File: config.mk
export PLATFORM = sky130hd
export DESIGN_NAME = pipe_ctrl_flat
export DESIGN_NICKNAME = d
export VERILOG_FILES = /design/src/rtl/pipe_ctrl_pkg.sv /design/src/rtl/pipe_ctrl_if.sv /design/src/rtl/pipe_ctrl_div_sequencer.sv /design/src/rtl/pipe_ctrl.sv /design/src/flat_wrapper.sv
export SDC_FILE = /design/constraint.sdc
export NUM_CORES = 1
export LEC_CHECK = 0
export ABC_CLOCK_PERIOD_IN_PS = 1900
export BUFFER_PORTS_ARGS = -buffer_cell sky130_fd_sc_hd__buf_2
export CAP_MARGIN = 15
export CELL_PAD_IN_SITES_DETAIL_PLACEMENT = 1
export CELL_PAD_IN_SITES_GLOBAL_PLACEMENT = 1
export CORE_AREA = 4 4 92 94
export DETAILED_ROUTE_END_ITERATION = 16
export DIE_AREA = 0 0 96 98
export PLACE_DENSITY_LB_ADDON = 0.25
export SKIP_LAST_GASP = 1
export SLEW_MARGIN = 20
export SYNTH_ARGS = -nofsm -noshare
export SYNTH_HDL_FRONTEND = slang
export SYNTH_SLANG_ARGS = --single-unit
File: constraint.sdc
create_clock -name clk -period 1.9 [get_ports clk]
set_input_delay 0.19 -clock clk [delete_from_list [all_inputs] [get_ports clk]]
set_output_delay 0.19 -clock clk [all_outputs]
set_load 0.02 [all_outputs]
File: src/rtl/pipe_ctrl_pkg.sv
// Shared definitions for the pipeline sequencing controller: divider FSM encoding and defaults.
package pipe_ctrl_defs;

  typedef enum logic [1:0] {
    StIdle = 2'd0,
    StBusy = 2'd1,
    StDone = 2'd2
  } div_state_e;

  localparam int unsigned DefDivCycles = 32;
  localparam int unsigned DefCntW      = 32;

endpackage

File: src/rtl/pipe_ctrl_if.sv
// Handshake bundle between the pipeline environment (master) and pipe_ctrl (slave).
interface pipe_ctrl_if #(
  parameter int unsigned CNT_W = 32
) ();

  logic             hazard_stall;
  logic             redirect;
  logic             div_in_ex;
  logic             imem_req;
  logic             imem_ready;
  logic             dmem_req;
  logic             dmem_ready;

  logic             pc_en;
  logic             ifid_en;
  logic             idex_en;
  logic             exmem_en;
  logic             memwb_en;
  logic             ifid_flush;
  logic             idex_flush;
  logic             exmem_flush;
  logic             div_go;
  logic             div_done;
  logic [CNT_W-1:0] stall_cnt;

  modport master (
    output hazard_stall, redirect, div_in_ex, imem_req, imem_ready, dmem_req, dmem_ready,
    input  pc_en, ifid_en, idex_en, exmem_en, memwb_en,
    input  ifid_flush, idex_flush, exmem_flush, div_go, div_done, stall_cnt
  );

  modport slave (
    input  hazard_stall, redirect, div_in_ex, imem_req, imem_ready, dmem_req, dmem_ready,
    output pc_en, ifid_en, idex_en, exmem_en, memwb_en,
    output ifid_flush, idex_flush, exmem_flush, div_go, div_done, stall_cnt
  );

endinterface

File: src/rtl/pipe_ctrl_div_sequencer.sv
// Divider occupancy FSM: issues the start pulse, counts iterations and holds the result
// until the div instruction leaves EX.
module div_sequencer
  import pipe_ctrl_defs::*;
#(
  parameter int unsigned DIV_CYCLES = DefDivCycles
) (
  input  logic clk,
  input  logic rst,
  input  logic i_div_in_ex,
  input  logic i_dwait,
  input  logic i_exmem_en,
  output logic o_dstall,
  output logic o_div_go,
  output logic o_div_done
);

  localparam int unsigned CntW = $clog2(DIV_CYCLES);
  localparam logic [CntW-1:0] CntInit = CntW'(DIV_CYCLES - 1);

  div_state_e          r_state;
  div_state_e          w_state_nxt;
  logic     [CntW-1:0] r_cnt;
  logic     [CntW-1:0] w_cnt_nxt;

  always_ff @(posedge clk) begin
    if (rst) begin
      r_state <= StIdle;
      r_cnt   <= '0;
    end else begin
      r_state <= w_state_nxt;
      r_cnt   <= w_cnt_nxt;
    end
  end

  assign o_dstall = i_div_in_ex && (r_state != StDone);

  always_comb begin
    w_state_nxt = r_state;
    w_cnt_nxt   = r_cnt;
    o_div_go    = 1'b0;
    o_div_done  = 1'b0;
    case (r_state)
      StIdle: begin
        // A memory wait holds the start so the divider never launches on a frozen pipeline.
        if (i_div_in_ex && !i_dwait) begin
          o_div_go    = 1'b1;
          w_cnt_nxt   = CntInit;
          w_state_nxt = StBusy;
        end
      end
      StBusy: begin
        if (r_cnt == '0) begin
          w_state_nxt = StDone;
        end else begin
          w_cnt_nxt = r_cnt - 1'b1;
        end
      end
      StDone: begin
        o_div_done = 1'b1;
        if (i_exmem_en) begin
          w_state_nxt = StIdle;
        end
      end
      default: begin
        w_state_nxt = StIdle;
      end
    endcase
    if (rst) begin
      o_div_go   = 1'b0;
      o_div_done = 1'b0;
    end
  end

endmodule

File: src/rtl/pipe_ctrl.sv
// Pipeline sequencing controller: merges memory waits, divider occupancy, hazard stalls and
// ID redirects into per-register enables/flushes, and counts front-end stall cycles.
module pipe_ctrl
  import pipe_ctrl_defs::*;
#(
  parameter int unsigned DIV_CYCLES = DefDivCycles,
  parameter int unsigned CNT_W      = DefCntW
) (
  input  logic        clk,
  input  logic        rst,
  pipe_ctrl_if.slave  bus
);

  logic             w_dwait;
  logic             w_iwait;
  logic             w_dstall;
  logic             w_div_go;
  logic             w_div_done;
  logic             w_pc_en;
  logic             w_ifid_en;
  logic             w_idex_en;
  logic             w_exmem_en;
  logic             w_memwb_en;
  logic             w_ifid_flush;
  logic             w_idex_flush;
  logic             w_exmem_flush;
  logic             w_kill_nxt;
  logic             r_fetch_kill;
  logic [CNT_W-1:0] r_stall_cnt;

  assign w_dwait = bus.dmem_req && !bus.dmem_ready;
  assign w_iwait = bus.imem_req && !bus.imem_ready;

  div_sequencer #(
    .DIV_CYCLES (DIV_CYCLES)
  ) u_div_seq (
    .clk         (clk),
    .rst         (rst),
    .i_div_in_ex (bus.div_in_ex),
    .i_dwait     (w_dwait),
    .i_exmem_en  (w_exmem_en),
    .o_dstall    (w_dstall),
    .o_div_go    (w_div_go),
    .o_div_done  (w_div_done)
  );

  always_comb begin
    w_pc_en       = 1'b1;
    w_ifid_en     = 1'b1;
    w_idex_en     = 1'b1;
    w_exmem_en    = 1'b1;
    w_memwb_en    = 1'b1;
    w_ifid_flush  = 1'b0;
    w_idex_flush  = 1'b0;
    w_exmem_flush = 1'b0;
    w_kill_nxt    = r_fetch_kill;
    if (rst) begin
      w_pc_en    = 1'b0;
      w_ifid_en  = 1'b0;
      w_idex_en  = 1'b0;
      w_exmem_en = 1'b0;
      w_memwb_en = 1'b0;
      w_kill_nxt = 1'b0;
    end else if (w_dwait) begin
      w_pc_en    = 1'b0;
      w_ifid_en  = 1'b0;
      w_idex_en  = 1'b0;
      w_exmem_en = 1'b0;
      w_memwb_en = 1'b0;
    end else if (w_dstall) begin
      w_pc_en       = 1'b0;
      w_ifid_en     = 1'b0;
      w_idex_en     = 1'b0;
      w_exmem_flush = 1'b1;
    end else if (bus.hazard_stall) begin
      w_pc_en      = 1'b0;
      w_ifid_en    = 1'b0;
      w_idex_flush = 1'b1;
    end else if (r_fetch_kill && bus.imem_ready) begin
      // The fetch issued before the redirect finally returned; discard it.
      w_pc_en      = 1'b0;
      w_ifid_flush = 1'b1;
      w_kill_nxt   = 1'b0;
    end else if (bus.redirect) begin
      w_ifid_flush = 1'b1;
      if (w_iwait) begin
        w_kill_nxt = 1'b1;
      end
    end else if (w_iwait) begin
      w_pc_en      = 1'b0;
      w_ifid_flush = 1'b1;
    end
  end

  always_ff @(posedge clk) begin
    if (rst) begin
      r_fetch_kill <= 1'b0;
      r_stall_cnt  <= '0;
    end else begin
      r_fetch_kill <= w_kill_nxt;
      if (!w_pc_en && (r_stall_cnt != {CNT_W{1'b1}})) begin
        r_stall_cnt <= r_stall_cnt + 1'b1;
      end
    end
  end

  assign bus.pc_en       = w_pc_en;
  assign bus.ifid_en     = w_ifid_en;
  assign bus.idex_en     = w_idex_en;
  assign bus.exmem_en    = w_exmem_en;
  assign bus.memwb_en    = w_memwb_en;
  assign bus.ifid_flush  = w_ifid_flush;
  assign bus.idex_flush  = w_idex_flush;
  assign bus.exmem_flush = w_exmem_flush;
  assign bus.div_go      = w_div_go;
  assign bus.div_done    = w_div_done;
  assign bus.stall_cnt   = r_stall_cnt;

endmodule

File: src/flat_wrapper.sv
// flat-port wrapper written by rule: the top's interface ports become plain ports
module pipe_ctrl_flat import pipe_ctrl_defs::*;
#(
  parameter int unsigned DIV_CYCLES = DefDivCycles,
  parameter int unsigned CNT_W      = DefCntW
)
  (clk, rst, bus_hazard_stall, bus_redirect, bus_div_in_ex, bus_imem_req, bus_imem_ready, bus_dmem_req, bus_dmem_ready, bus_pc_en, bus_ifid_en, bus_idex_en, bus_exmem_en, bus_memwb_en, bus_ifid_flush, bus_idex_flush, bus_exmem_flush, bus_div_go, bus_div_done, bus_stall_cnt);
  pipe_ctrl_if #(.CNT_W(CNT_W)) bus_i ();
  input  logic clk;
  input  logic rst;
  input wire logic [$bits(bus_i.hazard_stall)-1:0] bus_hazard_stall;
  input wire logic [$bits(bus_i.redirect)-1:0] bus_redirect;
  input wire logic [$bits(bus_i.div_in_ex)-1:0] bus_div_in_ex;
  input wire logic [$bits(bus_i.imem_req)-1:0] bus_imem_req;
  input wire logic [$bits(bus_i.imem_ready)-1:0] bus_imem_ready;
  input wire logic [$bits(bus_i.dmem_req)-1:0] bus_dmem_req;
  input wire logic [$bits(bus_i.dmem_ready)-1:0] bus_dmem_ready;
  output wire logic [$bits(bus_i.pc_en)-1:0] bus_pc_en;
  output wire logic [$bits(bus_i.ifid_en)-1:0] bus_ifid_en;
  output wire logic [$bits(bus_i.idex_en)-1:0] bus_idex_en;
  output wire logic [$bits(bus_i.exmem_en)-1:0] bus_exmem_en;
  output wire logic [$bits(bus_i.memwb_en)-1:0] bus_memwb_en;
  output wire logic [$bits(bus_i.ifid_flush)-1:0] bus_ifid_flush;
  output wire logic [$bits(bus_i.idex_flush)-1:0] bus_idex_flush;
  output wire logic [$bits(bus_i.exmem_flush)-1:0] bus_exmem_flush;
  output wire logic [$bits(bus_i.div_go)-1:0] bus_div_go;
  output wire logic [$bits(bus_i.div_done)-1:0] bus_div_done;
  output wire logic [$bits(bus_i.stall_cnt)-1:0] bus_stall_cnt;
  assign bus_i.hazard_stall = bus_hazard_stall;
  assign bus_i.redirect = bus_redirect;
  assign bus_i.div_in_ex = bus_div_in_ex;
  assign bus_i.imem_req = bus_imem_req;
  assign bus_i.imem_ready = bus_imem_ready;
  assign bus_i.dmem_req = bus_dmem_req;
  assign bus_i.dmem_ready = bus_dmem_ready;
  assign bus_pc_en = bus_i.pc_en;
  assign bus_ifid_en = bus_i.ifid_en;
  assign bus_idex_en = bus_i.idex_en;
  assign bus_exmem_en = bus_i.exmem_en;
  assign bus_memwb_en = bus_i.memwb_en;
  assign bus_ifid_flush = bus_i.ifid_flush;
  assign bus_idex_flush = bus_i.idex_flush;
  assign bus_exmem_flush = bus_i.exmem_flush;
  assign bus_div_go = bus_i.div_go;
  assign bus_div_done = bus_i.div_done;
  assign bus_stall_cnt = bus_i.stall_cnt;
  pipe_ctrl #(.DIV_CYCLES(DIV_CYCLES), .CNT_W(CNT_W)) u_core (.clk(clk), .rst(rst), .bus(bus_i));
endmodule
==> results of run 1 <==
[where the power goes]
part | switching (µW) | internal (µW) | leakage [µW] | total (µW)
Combinational | 137 | 95.3 | 0.000859 | 232
Clock | 301 | 297 | 0.0000455 | 598
Sequential | 21.0 | 868 | 0.000325 | 889
[cell usage after synthesis, drive strengths merged (2+ instances only)]
cell / count / share of area [%]
a211oi: 3 / 1.0
a21oi: 29 / 6.7
a31oi: 2 / 0.56
and3: 5 / 1.4
and4: 2 / 0.90
buf: 8 / 3.6
clkbuf: 5 / 0.84
dfxtp: 40 / 36
ha: 2 / 1.1
inv: 14 / 2.4
mux2: 3 / 1.7
nand2: 16 / 2.7
nand2b: 4 / 1.5
nand3: 10 / 2.2
nand4: 9 / 3.1
nor2: 16 / 3.0
nor2b: 6 / 1.8
nor3: 6 / 1.8
nor4: 3 / 0.84
o2111ai: 2 / 0.79
o211ai: 2 / 0.90
o21ai: 13 / 3.6
o31ai: 22 / 7.4
or2: 2 / 0.56
or3: 9 / 2.5
or4: 20 / 6.9
xor2: 2 / 0.79
[final timing paths]
path,start,end,slack [ns]
min,bus_imem_ready,u_core.r_fetch_kill,0.10
max,u_core.u_div_seq.r_state[0],bus_ifid_flush,0.05
min reg2reg,u_core.u_div_seq.r_cnt[4],u_core.u_div_seq.r_cnt[4],0.51
max reg2reg,u_core.bus.stall_cnt[0],u_core.bus.stall_cnt[28],0.07
[timing repair]
item | 4_1_cts | 5_1_grt
pin swaps | 1 | 5
resized for setup | 1 | 5
hold buffers | 0 | 0
setup buffers | 2 | 5
gates cloned | 0 | 1
setup endpoints to repair | 8 | 23
[per-layer routing]
metal,up-vias,global-route usage (%)
li1,1195,-
met1,1126,20.50
met2,48,22.30
met3,10,3.929
met4,0,4.267
met5,-,0
[sequential cells by signal (all words and copies together), names as in the netlist]
| register | flops |
|---|---|
| u_core.u_div_seq.r_cnt | 5 |
| u_core.u_div_seq.r_state | 2 |
| u_core.r_fetch_kill | 1 |
| u_core.bus.stall_cnt | 32 |
[per-stage QoR]
stage	utilization, %	instances	worst slack [ns]	total power (µW)
final	39.50	458	0.05342	1719
after global routing	39.50	458	-0.09088	1810
after CTS	38.60	452	-0.002496	1737
after detailed placement	37.11	442	0.01229	1138
after global placement	37.11	442	0.02596	1131
after floorplan	-	262	0.006637	1054
[final cells by class]
cell class / instances / share of cell area [%]
well taps: 102 / 4.225
flip-flops and latches: 40 / 26.55
inverters: 14 / 1.740
multi-input cells: 196 / 43.45
repair buffers: 98 / 21.04
clock buffers: 8 / 2.983
[worst reg2reg max path, delay by kind of cell (launching register included)]
| kind | cells | cell delay (ns) |
|---|---|---|
| adders and majority gates | 1 | 0.18 |
| DFF | 1 | 0.35 |
| and+or+nand+nor | 4 | 1.08 |
| AOI/OAI and AO/OA | 1 | 0.15 |
[cells by family after synthesis]
logic type / count (synthesis)
AND/OR/NAND/NOR: 108
AO/OA/AOI/OAI: 80
flip-flops: 40
buffers and inverters: 27
multiplexers: 3
XOR/XNOR: 2
adder cells (fa/ha/maj): 2
==> run_results.csv, run 1 <==
group,metric,value,unit
final_layout,final_nets,366,
synthesis,synth-edff-count,0,
synthesis,async_flop_share,0,%
grt,track_usage,14.77,%
setup_path,cpMaxStageDelayCell,"a2111o_4",
sta,fmax,541.5,MHz
floorplanning,die_y,98,µm
cts,htreeDepth,2,
pwr,p_leak,0.001230,µW
cts,cts_buffers,5,
sta,finalMaxSlewViolations,0,
placement,placed_cell_area,2838,µm²
synthesis,muxShareOfSynthArea,1.686,%
placement,hpwl,4978,µm
cts,cts_sinks,40,
final_layout,final_common_cell,"buf_2",
synthesis,syn_area,2226,µm²
synthesis,synth_top_family_by_area,"simple AND/OR/NAND/NOR gates",
worst_hold_path,hp-class,"in -> reg",
floorplanning,initial_core_util,29.11,%
pwr,p_per_area,569.3,nW/µm²
route,top_layer_used,"met4",
synthesis,synthCells,262,
worst_hold_path,whs_path_depth,2,
cts,clk_pin_slew,0.08,ns
route,wl_per_cell,15.14,µm
synthesis,synth_xor_area_share,0.7870,%
sta,slew_headroom,66.71,%
route,vias,2379,
sta,rsz0062_at_grt,"yes",
synthesis,yosys.area_share.adder,1.124,%
final_layout,final_cell_mix,"50 x buf_2, 46 x buf_4, 39 x dfxtp_1",
cts,cts_tree,"yes",
setup_path,crit_path_start_kind,"register",
grt,overflow,0,
route,dr_wl_met3,365,µm
sta,period_share,97.19,%
sta,tightest_slew,0.4993,ns
floorplanning,rows,32,
synthesis,synthSimpleGateAreaFrac,29.23,%
final_layout,fillCellCount,944,
final_layout,drive_gt1_share,35.67,%
placement,gp_congestion,0.8364,
route,wl,6932,µm
flow_run,drv_cap,0,
cts,clk_latency,0.29,ns
route,drt-initial-drc-count,55,
setup_path,worst-path-max-fanout,10,
route,ant_nets,0,
sta,skew,0.007983,ns
route,drc,0,
cts,cts_buffer_depth,2,
final_layout,multi_input_area,1313,µm²
route,drtPass1Iterations,4,
setup_path,crit_type,"reg -> out",
sta,min_period,1.847,ns
synthesis,synth.distinct_cells,51,
setup_path,worstPathArrival,1.66,ns
sta,hold_ws,0.1042,ns
sta,setup_viol,0,
floorplanning,die_area,9408,µm²
setup_path,timing.critical_path.to_type,"output port",
pwr,peakVddDrop,0.0002613,V
synthesis,ys_seq_area_share,35.98,%
grt,grt_pass1_vias,2308,
synthesis,synth_compound_gate_area_share,24.40,%
setup_path,required,1.71,ns
synthesis,yosysWarnings,0,
floorplanning,fp.dieW,96,µm
sta,setup_tns,0,ns
synthesis,syn-num-nets,273,
route,drt-met1-wl,3298,µm
final_layout,post-route-cell-area,3020,µm²
final_layout,regArea,802.0,µm²
floorplanning,core_area,7647,µm²
setup_path,r2r_cells,6,
setup_path,timing.critical_path.cells,"nand2b_4 > a2111o_4 > a31oi_1 > buf_2",
grt,grt_max_degree,47,
placement,numPortBuffers,50,
route,route.met2.wl,3176,µm
final_layout,syn2layout_area_growth,35.69,%
grt,grt_pass1_wl,11220,µm
status,status,"finished, final reports clean",
synthesis,ys.flop_type,"dfxtp_1",
setup_path,critical-path-max-stage-delay,0.54,ns
sta,hold_viol_final,0,
cts,cts-root-buf,"clkbuf_8",
route,viasPerCell,5.194,
setup_path,path_delay_family,"compound AO/OA/AOI/OAI gates",
synthesis,avgSynthCellArea,8.496,µm²
setup_path,crit_cells,4,
floorplanning,ios,51,
synthesis,ys_seq_elements,40,
final_layout,antenna_cells,0,
setup_path,crit_buf_inv,1,
grt,antenna_found_initial,0,
No activity file was read; power rests on OpenSTA's default activity.
==> run 2, diff against run 1 <==
- ABC_CLOCK_PERIOD_IN_PS: 1900 -> 1800
- clock period: 1.9 -> 1.8 ns (I/O delays scaled with it)
==> run 2 against run 1 <==
The flow now finishes with violations (setup timing). Count of clock-buffer cells in the layout is 1 lower. Non-clock buffer count grew 24. Clock skew fell by 0.00072 ns. Via count is 6.6% higher. Global-route usage up 0.85 points. Die area stayed put. Critical path type unchanged. Largest power group unchanged.
==> run_results.csv, run 2 (synthesis gave the netlist of run 1 again) <==
group,metric,value,unit
status,status,"finished, violations left",
status,violations,"setup timing",
floorplanning,core_area,7647,µm²
floorplanning,rows,32,
sta,hold_viol_final,0,
sta,rsz0062_at_grt,"yes",
setup_path,crit_path_start_kind,"register",
setup_path,r2r_cells,7,
grt,grt_pass1_vias,2588,
route,ant_nets,0,
setup_path,worst-path-max-fanout,5,
route,route.met2.wl,3867,µm
route,drc,0,
grt,overflow,0,
sta,slew_headroom,63.38,%
cts,cts-root-buf,"clkbuf_8",
route,wl,7732,µm
sta,fmax,523.7,MHz
setup_path,required,1.62,ns
cts,clk_latency,0.30,ns
route,drt-initial-drc-count,60,
final_layout,syn2layout_area_growth,56.66,%
final_layout,antenna_cells,0,
final_layout,fin_cells,482,
route,wl_per_cell,16.04,µm
route,viasPerCell,5.261,
sta,finalMaxSlewViolations,0,
floorplanning,ios,51,
pwr,p_per_area,585.5,nW/µm²
floorplanning,initial_core_util,29.11,%
cts,hold_buffers,0,
cts,cts_tree,"yes",
sta,min_period,1.909,ns
worst_hold_path,whs_path_depth,2,
final_layout,final_common_cell,"buf_4",
placement,hpwl,5204,µm
cts,htreeDepth,2,
sta,setup_viol,21,
grt,grt_pass1_wl,12120,µm
cts,clk_pin_slew,0.08,ns
final_layout,final_nets,390,
placement,gp_congestion,0.7668,
final_layout,final_cell_mix,"62 x buf_4, 47 x buf_2, 22 x dfxtp_2",
final_layout,drive_gt1_share,51.84,%
setup_path,crit_type,"reg -> out",
floorplanning,die_y,98,µm
worst_hold_path,hp-class,"in -> reg",
route,drt-met1-wl,3394,µm
placement,numPortBuffers,50,
route,dr_wl_met3,382,µm
floorplanning,fp.dieW,96,µm
cts,cts_buffers,5,
grt,antenna_found_initial,0,
route,drtPass1Iterations,4,
cts,cts_sinks,40,
final_layout,largest_reg_flops,32,
setup_path,timing.critical_path.to_type,"output port",
grt,track_usage,15.61,%
route,top_layer_used,"met4",
sta,final.setup.worst_slack,-0.1093,ns
cts,cts_buffer_depth,2,
sta,period_share,106.1,%
pwr,peakVddDrop,0.0002887,V
flow_run,drv_cap,0,
sta,skew,0.007261,ns
placement,dp_slack,-0.08437,ns
pwr,p_leak,0.001440,µW
placement,dp_cells,458,
sta,tightest_slew,0.5493,ns
floorplanning,die_area,9408,µm²
setup_path,worstPathArrival,1.73,ns
route,vias,2536,
grt,grt_max_degree,47,
[run 2: cell types whose count changed in the layout (fill, tap and decap cells not counted), sizes merged]
cell    delta
bufinv     +1
and4       +1
buf       +23
o211ai     -1
[run 2: final cells by class]
cell class,instances,area (µm²)
timing repair buffer,122,887.1
clock buffer,7,96.34
sequential,40,828.3
multi-input combinational,196,1465
tap,102,127.6
inverter,14,52.55
fill,937,4160
clock inverter,1,30.03
[run 2: final timing paths]
path	startpoint	end	slack, ns
hold reg to reg	u_core.bus.stall_cnt[26]	u_core.bus.stall_cnt[26]	0.50
setup / recovery	u_core.u_div_seq.r_state[0]	bus_ifid_flush	-0.11
hold / removal	bus_imem_ready	u_core.r_fetch_kill	0.09
setup reg to reg	u_core.u_div_seq.r_state[0]	u_core.bus.stall_cnt[10]	-0.09
[run 2: layer usage]
layer,up-vias,track usage (%)
li1,1238,-
met1,1240,19.59
met2,49,27.14
met3,9,3.159
met4,0,3.392
met5,-,0
[run 2: what timing repair did]
| item | CTS | global route |
|---|---|---|
| pin swaps | 5 | 19 |
| resized for setup | 8 | 54 |
| setup buffers | 5 | 8 |
| endpoints found under the setup margin | 20 | 33 |
| cloned | 1 | 2 |
[run 2: worst max-delay path, stage by stage, from the launching register on]
cell and delay (ns):
dfxtp_2 0.33, nand2b_4 0.14, a2111o_4 0.55, buf_6 0.15
a31oi_4 0.14, buf_6 0.14
[run 2: where the power goes]
part	leakage, µW	switching, µW	internal, µW
logic	0.00104	156	118
registers	0.000335	22.7	918
clock network	0.0000645	337	490
total	0.00144	516	1530
[run 2: through the flow]
stage / utilization (%) / cell area (µm²) / hold slack (ns) / total power (µW) / setup TNS (ns)
after floorplan: - / 2247 / 0.2770 / 1114 / 0
after global placement: 38.79 / 2967 / 0.3942 / 1199 / -0.3436
after detailed placement: 38.79 / 2967 / 0.4016 / 1207 / -0.6339
after CTS: 41.43 / 3168 / 0.07371 / 2047 / -0.6583
after global routing: 45.60 / 3487 / 0.09708 / 2136 / -3.169
final: 45.60 / 3487 / 0.09039 / 2042 / -1.240
